`src/rtl/elementwise_division_if.sv`:
```
// Vector handshake bundle for the elementwise divider: operand channel in,
// result channel out.
//
// Handshake rule for both channels: a transfer happens on a rising clk edge
// where valid && ready are both high. The producer may raise valid at any time.
// The consumer may raise ready at any time. Payload is only meaningful while
// valid is high.
interface elementwise_division_if #(
  parameter int N = 8
);
  logic                     in_valid;
  logic                     in_ready;
  logic [N-1:0][2*N-1:0]    dividend;
  logic [N-1:0][N-1:0]      divisor;
  logic                     out_valid;
  logic                     out_ready;
  logic [N-1:0][2*N-1:0]    quotient;
  logic [N-1:0][N-1:0]      remainder;
  logic [N-1:0]             div_by_zero;

  modport master (
    output in_valid, dividend, divisor, out_ready,
    input  in_ready, out_valid, quotient, remainder, div_by_zero
  );

  modport slave (
    input  in_valid, dividend, divisor, out_ready,
    output in_ready, out_valid, quotient, remainder, div_by_zero
  );
endinterface

```
`src/rtl/elementwise_division.sv`:
```
// N-lane radix-2 restoring divider: each lane divides a 2N-bit dividend by an
// N-bit divisor, one quotient bit per cycle, and all lanes run in lockstep.
module elementwise_division #(
  parameter int N = 8
) (
  input  logic                   clk,
  input  logic                   rst_n,
  elementwise_division_if.slave  bus,
  output logic                   busy,
  output logic [1:0]             dbg_state
);

  localparam int              CW   = $clog2(2*N);
  localparam logic [CW-1:0]   LAST = CW'(2*N-1);

  typedef enum logic [1:0] {
    S_IDLE = 2'd0,
    S_BUSY = 2'd1,
    S_DONE = 2'd2
  } state_e;

  state_e                  state_q, state_d;
  logic [CW-1:0]           cnt_q, cnt_d;
  // The dividend register doubles as the quotient: quotient bits shift in at the LSB
  logic [N-1:0][2*N-1:0]   dvd_q, dvd_d;
  logic [N-1:0][N-1:0]     dsr_q, dsr_d;
  logic [N-1:0][N-1:0]     rem_q, rem_d;
  logic [N-1:0][2*N-1:0]   quo_q, quo_d;
  logic [N-1:0][N-1:0]     rmd_q, rmd_d;
  logic [N-1:0]            dbz_q, dbz_d;

  logic [N-1:0][N:0]       trial;
  logic [N-1:0][N:0]       diff;
  logic [N-1:0]            ge;
  logic [N-1:0][2*N-1:0]   step_dvd;
  logic [N-1:0][N-1:0]     step_rem;

  logic accept;
  logic last_step;

  assign accept    = (state_q == S_IDLE) && bus.in_valid;
  assign last_step = (state_q == S_BUSY) && (cnt_q == LAST);

  // State register
  always_ff @(posedge clk or negedge rst_n) begin
    if (!rst_n) begin
      state_q <= S_IDLE;
    end else begin
      state_q <= state_d;
    end
  end

  // Next-state logic
  always_comb begin
    state_d = state_q;
    case (state_q)
      S_IDLE: if (bus.in_valid)  state_d = S_BUSY;
      S_BUSY: if (cnt_q == LAST) state_d = S_DONE;
      S_DONE: if (bus.out_ready) state_d = S_IDLE;
      default:                   state_d = S_IDLE;
    endcase
  end

  // Output logic
  always_comb begin
    bus.in_ready    = (state_q == S_IDLE);
    bus.out_valid   = (state_q == S_DONE);
    busy            = (state_q == S_BUSY);
    dbg_state       = state_q;
    bus.quotient    = quo_q;
    bus.remainder   = rmd_q;
    bus.div_by_zero = dbz_q;
  end

  // One restoring step per lane. The partial remainder stays below the divisor,
  // so the N+1-bit trial value always reduces back into N bits.
  always_comb begin
    trial    = '0;
    diff     = '0;
    ge       = '0;
    step_dvd = dvd_q;
    step_rem = rem_q;
    for (int i = 0; i < N; i++) begin
      trial[i]    = {rem_q[i], dvd_q[i][2*N-1]};
      diff[i]     = trial[i] - {1'b0, dsr_q[i]};
      ge[i]       = (trial[i] >= {1'b0, dsr_q[i]});
      step_rem[i] = ge[i] ? diff[i][N-1:0] : trial[i][N-1:0];
      step_dvd[i] = {dvd_q[i][2*N-2:0], ge[i]};
    end
  end

  // With a zero divisor every trial subtraction succeeds, so the remainder
  // naturally ends up as the low N dividend bits; only the quotient is forced.
  always_comb begin
    cnt_d = cnt_q;
    dvd_d = dvd_q;
    dsr_d = dsr_q;
    rem_d = rem_q;
    quo_d = quo_q;
    rmd_d = rmd_q;
    dbz_d = dbz_q;
    if (accept) begin
      dvd_d = bus.dividend;
      dsr_d = bus.divisor;
      rem_d = '0;
      cnt_d = '0;
    end else if (state_q == S_BUSY) begin
      dvd_d = step_dvd;
      rem_d = step_rem;
      cnt_d = cnt_q + CW'(1);
      if (last_step) begin
        for (int i = 0; i < N; i++) begin
          dbz_d[i] = (dsr_q[i] == '0);
          quo_d[i] = (dsr_q[i] == '0) ? {(2*N){1'b1}} : step_dvd[i];
          rmd_d[i] = step_rem[i];
        end
      end
    end
  end

  always_ff @(posedge clk or negedge rst_n) begin
    if (!rst_n) begin
      cnt_q <= '0;
      dvd_q <= '0;
      dsr_q <= '0;
      rem_q <= '0;
      quo_q <= '0;
      rmd_q <= '0;
      dbz_q <= '0;
    end else begin
      cnt_q <= cnt_d;
      dvd_q <= dvd_d;
      dsr_q <= dsr_d;
      rem_q <= rem_d;
      quo_q <= quo_d;
      rmd_q <= rmd_d;
      dbz_q <= dbz_d;
    end
  end

endmodule

```
`src/flat_wrapper.sv`:
```
// flat-port wrapper written by rule: the top's interface ports become plain ports
module elementwise_division_flat 
#(
  parameter int N = 8
)
  (clk, rst_n, busy, dbg_state, bus_in_valid, bus_dividend, bus_divisor, bus_out_ready, bus_in_ready, bus_out_valid, bus_quotient, bus_remainder, bus_div_by_zero);
  elementwise_division_if #(.N(N)) bus_i ();
  input  logic clk;
  input  logic rst_n;
  output logic busy;
  output logic [1:0] dbg_state;
  input wire logic [$bits(bus_i.in_valid)-1:0] bus_in_valid;
  input wire logic [$bits(bus_i.dividend)-1:0] bus_dividend;
  input wire logic [$bits(bus_i.divisor)-1:0] bus_divisor;
  input wire logic [$bits(bus_i.out_ready)-1:0] bus_out_ready;
  output wire logic [$bits(bus_i.in_ready)-1:0] bus_in_ready;
  output wire logic [$bits(bus_i.out_valid)-1:0] bus_out_valid;
  output wire logic [$bits(bus_i.quotient)-1:0] bus_quotient;
  output wire logic [$bits(bus_i.remainder)-1:0] bus_remainder;
  output wire logic [$bits(bus_i.div_by_zero)-1:0] bus_div_by_zero;
  assign bus_i.in_valid = bus_in_valid;
  assign bus_i.dividend = bus_dividend;
  assign bus_i.divisor = bus_divisor;
  assign bus_i.out_ready = bus_out_ready;
  assign bus_in_ready = bus_i.in_ready;
  assign bus_out_valid = bus_i.out_valid;
  assign bus_quotient = bus_i.quotient;
  assign bus_remainder = bus_i.remainder;
  assign bus_div_by_zero = bus_i.div_by_zero;
  elementwise_division #(.N(N)) u_core (.clk(clk), .rst_n(rst_n), .bus(bus_i), .busy(busy), .dbg_state(dbg_state));
endmodule
```
`config.mk`:
```
export PLATFORM = sky130hd
export DESIGN_NAME = elementwise_division_flat
export DESIGN_NICKNAME = d
export VERILOG_FILES = /design/src/rtl/elementwise_division_if.sv /design/src/rtl/elementwise_division.sv /design/src/flat_wrapper.sv
export SDC_FILE = /design/constraint.sdc
export NUM_CORES = 1
export LEC_CHECK = 0
export ABC_AREA = 1
export BUFFER_PORTS_ARGS = -buffer_cell sky130_fd_sc_hd__buf_2
export CORE_UTILIZATION = 30
export DETAILED_ROUTE_END_ITERATION = 8
export GPL_ROUTABILITY_DRIVEN = 1
export GPL_TIMING_DRIVEN = 0
export PLACE_DENSITY = 0.6
export SLEW_MARGIN = 10
export SYNTH_ARGS = -nofsm -noshare
export SYNTH_HDL_FRONTEND = slang
export SYNTH_SLANG_ARGS = --single-unit
```
`constraint.sdc`:
```
create_clock -name clk -period 4.6 [get_ports clk]
set_input_delay 0.23 -clock clk [delete_from_list [all_inputs] [get_ports clk]]
set_output_delay 0.23 -clock clk [all_outputs]
set_load 0.03 [all_outputs]
```
# [After elaboration in Yosys (flattened, before gate mapping)]
# Cells that the tools add are included.
[totals] reg_bits=462 inputBits=196 out_inout_bits=205 word_cells=107
[op_classes] n_addsub=9 magnitude_cmp=8 eq_ne=6 muxes=26 n_bitwise=1 n_reduce_logical=14
[ops] cell="$mux 128" count=2
[ops] cell="$mux 16" count=8
[ops] cell="$mux 64" count=2
[ops] cell="$ge 9x8->1" count=8
[ops] cell="$logic_not 8->1" count=8
[ops] cell="$mux 8" count=8
[ops] cell="$sub 8x8->8" count=8
[ops] cell="$mux 4" count=2
[ops] cell="$mux 2" count=3
[ops] cell="$pmux 2 s3" count=1
[ops] cell="$reduce_and 3->1" count=2
[ops] cell="$add 4x1->4 const B" count=1
[ops] cell="$eq 4x4->1 const B" count=1
[ops] cell="$ne 2x2->1 const B" count=2
[ops] cell="$eq 2x1->1 const B" count=1
[ops] cell="$eq 2x2->1 const B" count=1
[ops] cell="$logic_and 1x1->1" count=2
[ops] cell="$logic_not 2->1" count=1
[ops] cell="$ne 2x1->1 const B" count=1
[ops] cell="$reduce_bool 2->1" count=1
[ops] cell="$not 1->1" count=1

# [Depth between registers and ports, before layout]
# Gate-level depths: netlist of run 1.
[logic_depth] ltp_word=4 mapped_depth=13 mapped_depth_nobuf=13

# [Worst setup path before layout of run 1]
# Ideal clock, no wire load.
[synth_timing] kind="flip-flop to flip-flop" start="reg u_core.state_q[0] (netlist: u_core.dbg_state[0])" end="reg u_core.dvd_q[100] in the netlist's numbering" setup_time_ps=139 t_arrival_ps=1857 t_required_ps=4461 path_slack_ps=2605 stages_incl_launch_ff=7 n_path_buf=2 synth_period_minus_slack_ps=1995 cell_sequence="dfrtp_1 nor2_1 nand2_1 nand2_2 buf_2 buf_2 o221ai_1"
[synth_between] elab_chain_cells=3 elab_cells_between_ends=5 classes_between="eq/ne: 1; mux: 1; reduce/logical: 3"
[synth_lines] element="start, declared" line_no="elementwise_division.sv:22" rtl="state_e state_q, state_d;"
[synth_lines] element="start signal, assigned" line_no="elementwise_division.sv:49" rtl="state_q <= state_d;"
[synth_lines] element="$logic_not 2->1 (*)"
[synth_lines] element="named net bus_in_ready" line_no="flat_wrapper.sv:16" rtl="output wire logic [$bits(bus_i.in_ready)-1:0] bus_in_ready;"
[synth_lines] element="$logic_and 1x1->1 (*)" line_no="elementwise_division.sv:41" rtl="assign accept = (state_q == S_IDLE) && bus.in_valid;"
[synth_lines] element="$mux 128 / $reduce_bool 2->1 (equally long branches)"
[synth_lines] element="end signal, assigned" line_no="elementwise_division.sv:132" rtl="dvd_q <= dvd_d;"
[synth_lines] element="end, declared" line_no="elementwise_division.sv:25" rtl="logic [N-1:0][2*N-1:0] dvd_q, dvd_d;"
# The timed path passes the listed nets; every way through them passes the cells marked *.
# A chain may end at the register's enable or synchronous reset.

# [Final worst setup path of run 1]
[layout_timing] start="reg u_core.state_q[1] (netlist: u_core.dbg_state[1])" end="reg u_core.dsr_q[61] in the netlist's numbering"
[layout_between] elab_chain_cells=2
[layout_lines] element="$logic_not 2->1" line_no="elementwise_division.sv:41"
[layout_lines] element="$logic_and 1x1->1" line_no="elementwise_division.sv:41"
[layout_lines] element="end signal, assigned" line_no="elementwise_division.sv:133" rtl="dsr_q <= dsr_d;"
[layout_lines] element="end, declared" line_no="elementwise_division.sv:26" rtl="logic [N-1:0][N-1:0] dsr_q, dsr_d;"
# No other way between the ends.

==> results.ini, run 1 <==
[floorplanning]
rows=98
die_area_um2=74300
core_area_um2=72000
die_width_um=272
ios=401
start_util_pct=30.5
die_h_um=272

[placement]
pre_cts_ws_ns=1.86
numPortBuffers=400
dp_hpwl_um=57200
placed_area_um2=25300
gp_congestion=0.912
dp_cells=3967

[critical_path]
end_kind=flip-flop
path_max_fanout=10
worstSetupStartpointType=flip-flop
critPathLaunch=u_core.dbg_state[1]$_DFFE_PN0P_
crit_arrival_ns=3.12
rr_startpoint=u_core.dbg_state[1]$_DFFE_PN0P_
crit_type=reg2reg
worst_ep_required_time_ns=5.04

[cells_and_area]
drive_above_1_share_pct=17.8
design_area_um2=29000
area.growth.synth_to_final_pct=32.2
final_cell_mix=nand2_1, dfrtp_1, buf_2, inv_1, nor2_1
fillers=7285
final-seq-area_um2=11600
fin_cells=4256
final_common_cell=nand2_1
num-nets-final=3534
multiInputGateArea_um2=8760
final_util_pct=40.3

[clock_network]
cts-root-buf=clkbuf_16
htree_levels=2
clock-sinks=462
insertion_delay_ns=0.62
cts_tree=built
cts.clk_slew.worst_paths_ns=0.06
clock_path_buffers=3
cts_buffers=52

[synth]
syn_nets=2882
syn-instance-count=2613
synthDistinctLibCells=33
synth_warnings=0
netlist_area_um2=21900
syn_area_per_cell_um2=8.40
ys_seq_area_share_pct=52.7
ys_ff_latch=462

[power_and_ir_drop]
p_leak_nw=14.8
irDropWorstVdd_v=0.000449
power_density_nw_per_um2=881

[sta]
setup_viol=0
relSlewSlack_pct=29.9
grt_setup_unrepaired=false
fin_skew_ns=0.0294
tightestPinTransition_ns=1.05
finalHoldViolCount=0
slew_viol_final=0
fmaxAchievable_mhz=374
timing.final.crit_share_pct=58.1
postLayoutSetupSlackWorst_ns=1.93
period_needed_ns=2.67

[routing]
drt-initial-drc-count=1362
route.detailed.drc=0
wire_per_inst_um=18.6
drtPass1Iterations=6
vias_per_cell=4.76
routed_wl_um=79200
ant_nets=0
vias=20267

[global_route]
antenna_found_initial=9
grt_pass1_wl_um=121000
grt_pass1_vias=20284
grt-ovfl-total=0
grt_max_degree=108
grt_usage_pct=21.2

[run]
drv_cap=0

[hold_path]
hp-class=in2async

[status]
status=completed

-- through the flow --
step            TNS, ns  power (mW)  hold slack [ns]
2_1_floorplan         0        16.9          -0.0656
3_3_place_gp   -3022.39        20.8            0.439
3_5_place_dp          0        21.0            0.316
4_1_cts               0        25.7            0.275
5_1_grt               0        27.8            0.296
6_report              0        25.6            0.265
-- cell type report --
type / count / area share (%)
Antenna cell: 2 / 0.0172
Buffer: 110 / 1.75
Clock buffer: 69 / 4.98
Clock inverter: 24 / 1.26
Inverter: 299 / 3.87
Multi-Input combinational cell: 1742 / 30.2
Sequential cell: 462 / 39.8
Tap cell: 950 / 4.10
Timing Repair Buffer: 598 / 14.0
-- flip-flops by register name (all words and copies together), names as in the netlist --
name                    flops
u_core.bus.quotient       128
u_core.bus.div_by_zero      8
u_core.rem_q               64
u_core.dbg_state            2
u_core.bus.remainder       64
u_core.dsr_q               64
u_core.dvd_q              128
u_core.cnt_q                4
-- cell usage after synthesis (all sizes together) --
cell      n  area (um^2)
nand2   836         3170
dfrtp   462        11600
inv     299         1120
nor2    219          892
nand3   172          861
a21oi   155          791
o221ai  112          981
buf      80          397
o21ai    78          390
ha       65          813
clkbuf   30          113
nand3b   20          150
nand4    19          119
xor2     13          114
nor3     11         55.1
xnor2    11         96.3
fa        8          160
o211ai    8         60.1
o22ai     6         37.5
or2       3         18.8
a22oi     2         15.0
o21bai    2         15.0
a32o      1         10.0
o31ai     1         7.51
-- power by group --
part	internal (mW)	switching [mW]	leakage (nW)
clock	2.66	1.80	0.884
combinational	4.45	9.42	8.35
sequential	6.16	1.08	5.57
-- timing repair --
item / in CTS / in global routing
hold buffers: 194 / 0
gates resized for setup: 0 / 0
setup endpoints to repair: 0 / 0
endpoints found under the hold margin: 276 / 0
setup buffers: 0 / 0
-- cell families after synthesis --
logic type,count (synthesis),synth area share [%]
adders and majority gates,73,4.43
buffers and inverters,409,7.43
xor gates and xnor gates,24,0.958
and+or+nand+nor,1280,24.0
AOI/OAI and AO/OA,365,10.5
DFF,462,52.7
-- metal layers --
metal | global-route usage, % | part of all wire (%)
met5 | 0 | 0.093
met4 | 7.61 | 3.8
met3 | 4.32 | 5.9
met2 | 34.4 | 46
met1 | 28.0 | 44
-- final timing paths --
kind | to | cells after the start | slack [ns]
min in group clk | u_core.dvd_q[68]$_DFFE_PN0P_ | 4 | 0.38
max in group asynchronous | u_core.bus.quotient[59]$_DFFE_PN0P_ | 4 | 2.80
worst max register to register | u_core.dsr_q[61]$_DFFE_PN0P_ | 6 | 1.93
worst max-delay path | u_core.dsr_q[61]$_DFFE_PN0P_ | 6 | 1.93
worst min register to register | u_core.bus.remainder[22]$_DFFE_PN0P_ | 2 | 0.47
worst min-delay path | u_core.bus.remainder[42]$_DFFE_PN0P_ | 2 | 0.27
-- worst max-delay path: stages (launching register included) --
cell	delay (ns)
dfrtp_1	0.50
nor2_1	0.36
nand2_1	0.22
inv_1	0.20
buf_2	0.42
clkbuf_1	0.62
o21ai_0	0.17
(Power assumes the default switching activity.)
==> run 2: changes to the inputs <==
clock period = 2.6 ns   (was 4.6 ns; I/O delays follow)
==> run 2 against run 1 <==
  * Via count rose by 0.29%
  * Sequential share of layout area barely moved
  * Fmax grew 9.6%
  * Non-clock buffer count is the same
  * Sequential power increased by 77%
  * Setup slack got worse by 1.8 ns
  * Combinational power increased by 77%
  * Clock power grew 77%
  * Clock-buffer cell count stayed put
  * Register-to-register slack worse by 1.8 ns
  * Clock skew about the same
  * Cell count did not move
  * Critical path type unchanged
==> results.ini, run 2 (synthesized netlist as in run 1, its figures left out) <==
[sta]
timing.final.crit_share_pct=93.9  ; was 58.1%
relSlewSlack_pct=33.0  ; was 29.9%
setup_viol=0  ; unchanged
slew_viol_final=0  ; unchanged
fmaxAchievable_mhz=410  ; was 374 MHz
grt_setup_unrepaired=false  ; unchanged
tns_ns=0  ; unchanged
finalHoldViolCount=0  ; unchanged
period_needed_ns=2.44  ; was 2.67 ns
tightestPinTransition_ns=1.00  ; was 1.05 ns
postLayoutSetupSlackWorst_ns=0.159  ; was 1.93 ns
fin_skew_ns=0.0290  ; was 0.0294 ns

[critical_path]
endpoint=u_core.dvd_q[22]$_DFFE_PN0P_  ; was u_core.dsr_q[61]$_DFFE_PN0P_
ff2ff_setup_slack_ns=0.16  ; was 1.93 ns
crit_type=reg2reg  ; unchanged
crit_arrival_ns=2.89  ; was 3.12 ns
worst_ep_required_time_ns=3.05  ; was 5.04 ns
path_max_fanout=10  ; unchanged
end_kind=flip-flop  ; unchanged
worstSetupStartpointType=flip-flop  ; unchanged
rr_startpoint=u_core.dbg_state[1]$_DFFE_PN0P_  ; unchanged
critPathLaunch=u_core.dbg_state[1]$_DFFE_PN0P_  ; unchanged
reg2reg_depth=5  ; was 6
r2r-end=u_core.dvd_q[22]$_DFFE_PN0P_  ; was u_core.dsr_q[61]$_DFFE_PN0P_

[routing]
drtPass1Iterations=5  ; was 6
routed_wl_um=79100  ; was 79200 um
vias_per_cell=4.78  ; was 4.76
vias=20325  ; was 20267
route.detailed.drc=0  ; unchanged
ant_nets=0  ; unchanged
wire_per_inst_um=18.6  ; about the same
drt-initial-drc-count=1253  ; was 1362

[placement]
pre_cts_ws_ns=-0.140  ; was 1.86 ns
gp_congestion=0.912  ; unchanged
numPortBuffers=400  ; unchanged
dp_hpwl_um=57200  ; unchanged

[floorplanning]
start_util_pct=30.5  ; unchanged
die_area_um2=74300  ; unchanged
die_h_um=272  ; unchanged
die_width_um=272  ; unchanged
ios=401  ; unchanged
core_area_um2=72000  ; unchanged
rows=98  ; unchanged

[clock_network]
clock-sinks=462  ; unchanged
insertion_delay_ns=0.62  ; about the same
clock_path_buffers=3  ; unchanged
cts_tree=built  ; unchanged
cts_setup_buffers=0  ; unchanged
cts_buffers=52  ; unchanged
cts.clk_slew.worst_paths_ns=0.06  ; about the same
htree_levels=2  ; unchanged
cts-root-buf=clkbuf_16  ; unchanged

[power_and_ir_drop]
irDropWorstVdd_v=0.000794  ; was 0.000449 V
p_leak_nw=14.8  ; about the same
power_density_nw_per_um2=1560  ; was 881 nW/um^2

[global_route]
grt_pass1_wl_um=121000  ; about the same
grt_pass1_vias=20284  ; unchanged
grt-ovfl-total=0  ; unchanged
grt_max_degree=108  ; unchanged
antenna_found_initial=9  ; unchanged
grt_usage_pct=21.2  ; about the same

[cells_and_area]
drive_above_1_share_pct=17.9  ; was 17.8%
num-nets-final=3534  ; unchanged
final_cell_mix=nand2_1, dfrtp_1, buf_2, inv_1, nor2_1  ; unchanged
final_util_pct=40.3  ; about the same
final_common_cell=nand2_1  ; unchanged
fillers=7276  ; was 7285
area.growth.synth_to_final_pct=32.3  ; was 32.2%

[run]
drv_cap=0  ; unchanged

[status]
status=completed  ; unchanged

[hold_path]
hp-class=in2async  ; unchanged

-- run 2: changes by cell type in the layout (fill, tap and decap cells not counted) --
cell and change:
nor2_2 +1, clkbuf_4 +2, buf_4 +2, buf_2 -4, clkbuf_1 -4, nor2_1 -1, clkbuf_2 +4
-- run 2: area by class of cell --
class                           instances  area (um^2)  share of cell area [%]
Clock buffer                           69         1450                    4.98
Clock inverter                         24          365                    1.26
Multi-Input combinational cell       1742         8760                    30.2
Sequential cell                       462        11600                    39.8
Inverter                              299         1120                    3.87
Buffer                                110          524                    1.81
Tap cell                              950         1190                    4.09
Timing Repair Buffer                  598         4060                    14.0
Antenna cell                            2         5.00                  0.0172
-- run 2: worst min path at each step --
stage,startpoint,end
floorplan,rst_n,u_core.bus.div_by_zero[0]$_DFFE_PN0P_
global placement,bus_out_ready,u_core.dbg_state[1]$_DFFE_PN0P_
detailed placement,rst_n,u_core.rem_q[43]$_DFFE_PN0P_
CTS,rst_n,u_core.bus.remainder[41]$_DFFE_PN0P_
global route,rst_n,u_core.bus.remainder[42]$_DFFE_PN0P_
finish,rst_n,u_core.bus.remainder[42]$_DFFE_PN0P_
-- run 2: power breakdown --
group	leakage (nW)	switching, mW	internal (mW)	total, mW
sequential	5.57	1.91	10.9	12.8
combinational	8.37	16.7	7.89	24.6
clock	0.884	3.18	4.71	7.89
-- run 2: metrics by stage --
stage | power [mW] | hold WS, ns | area (um^2) | std cells
3_3_place_gp | 36.9 | 0.339 | 25100 | 3963
3_5_place_dp | 37.2 | 0.216 | 25300 | 3967
6_report | 45.3 | 0.165 | 29000 | 4256
4_1_cts | 45.5 | 0.175 | 29000 | 4254
5_1_grt | 49.2 | 0.196 | 29000 | 4254
2_1_floorplan | 29.9 | -0.166 | 21900 | 2613
-- run 2: critical path: stages, from the launching register on --
cell	delay (ns)
dfrtp_1	0.56
nor2_4	0.13
inv_2	0.09
clkbuf_1	0.62
clkbuf_1	0.64
o221ai_1	0.22
-- run 2: repair_timing --
| item | 4_1_cts | 5_1_grt |
|---|---|---|
| resized for setup | 5 | 5 |
| pin swaps | 0 | 0 |
| hold buffers | 194 | 0 |
| endpoints found under the hold margin | 276 | 0 |
| setup endpoints to repair | 34 | 21 |
-- run 2: layer usage --
layer | share of wire (%) | vias to the layer above | GRT usage [%]
li1 | - | 9769 | -
met1 | 44 | 9700 | 28.0
met2 | 46 | 673 | 34.4
met3 | 6.2 | 173 | 4.32
met4 | 3.8 | 10 | 7.61
met5 | 0.094 | - | 0
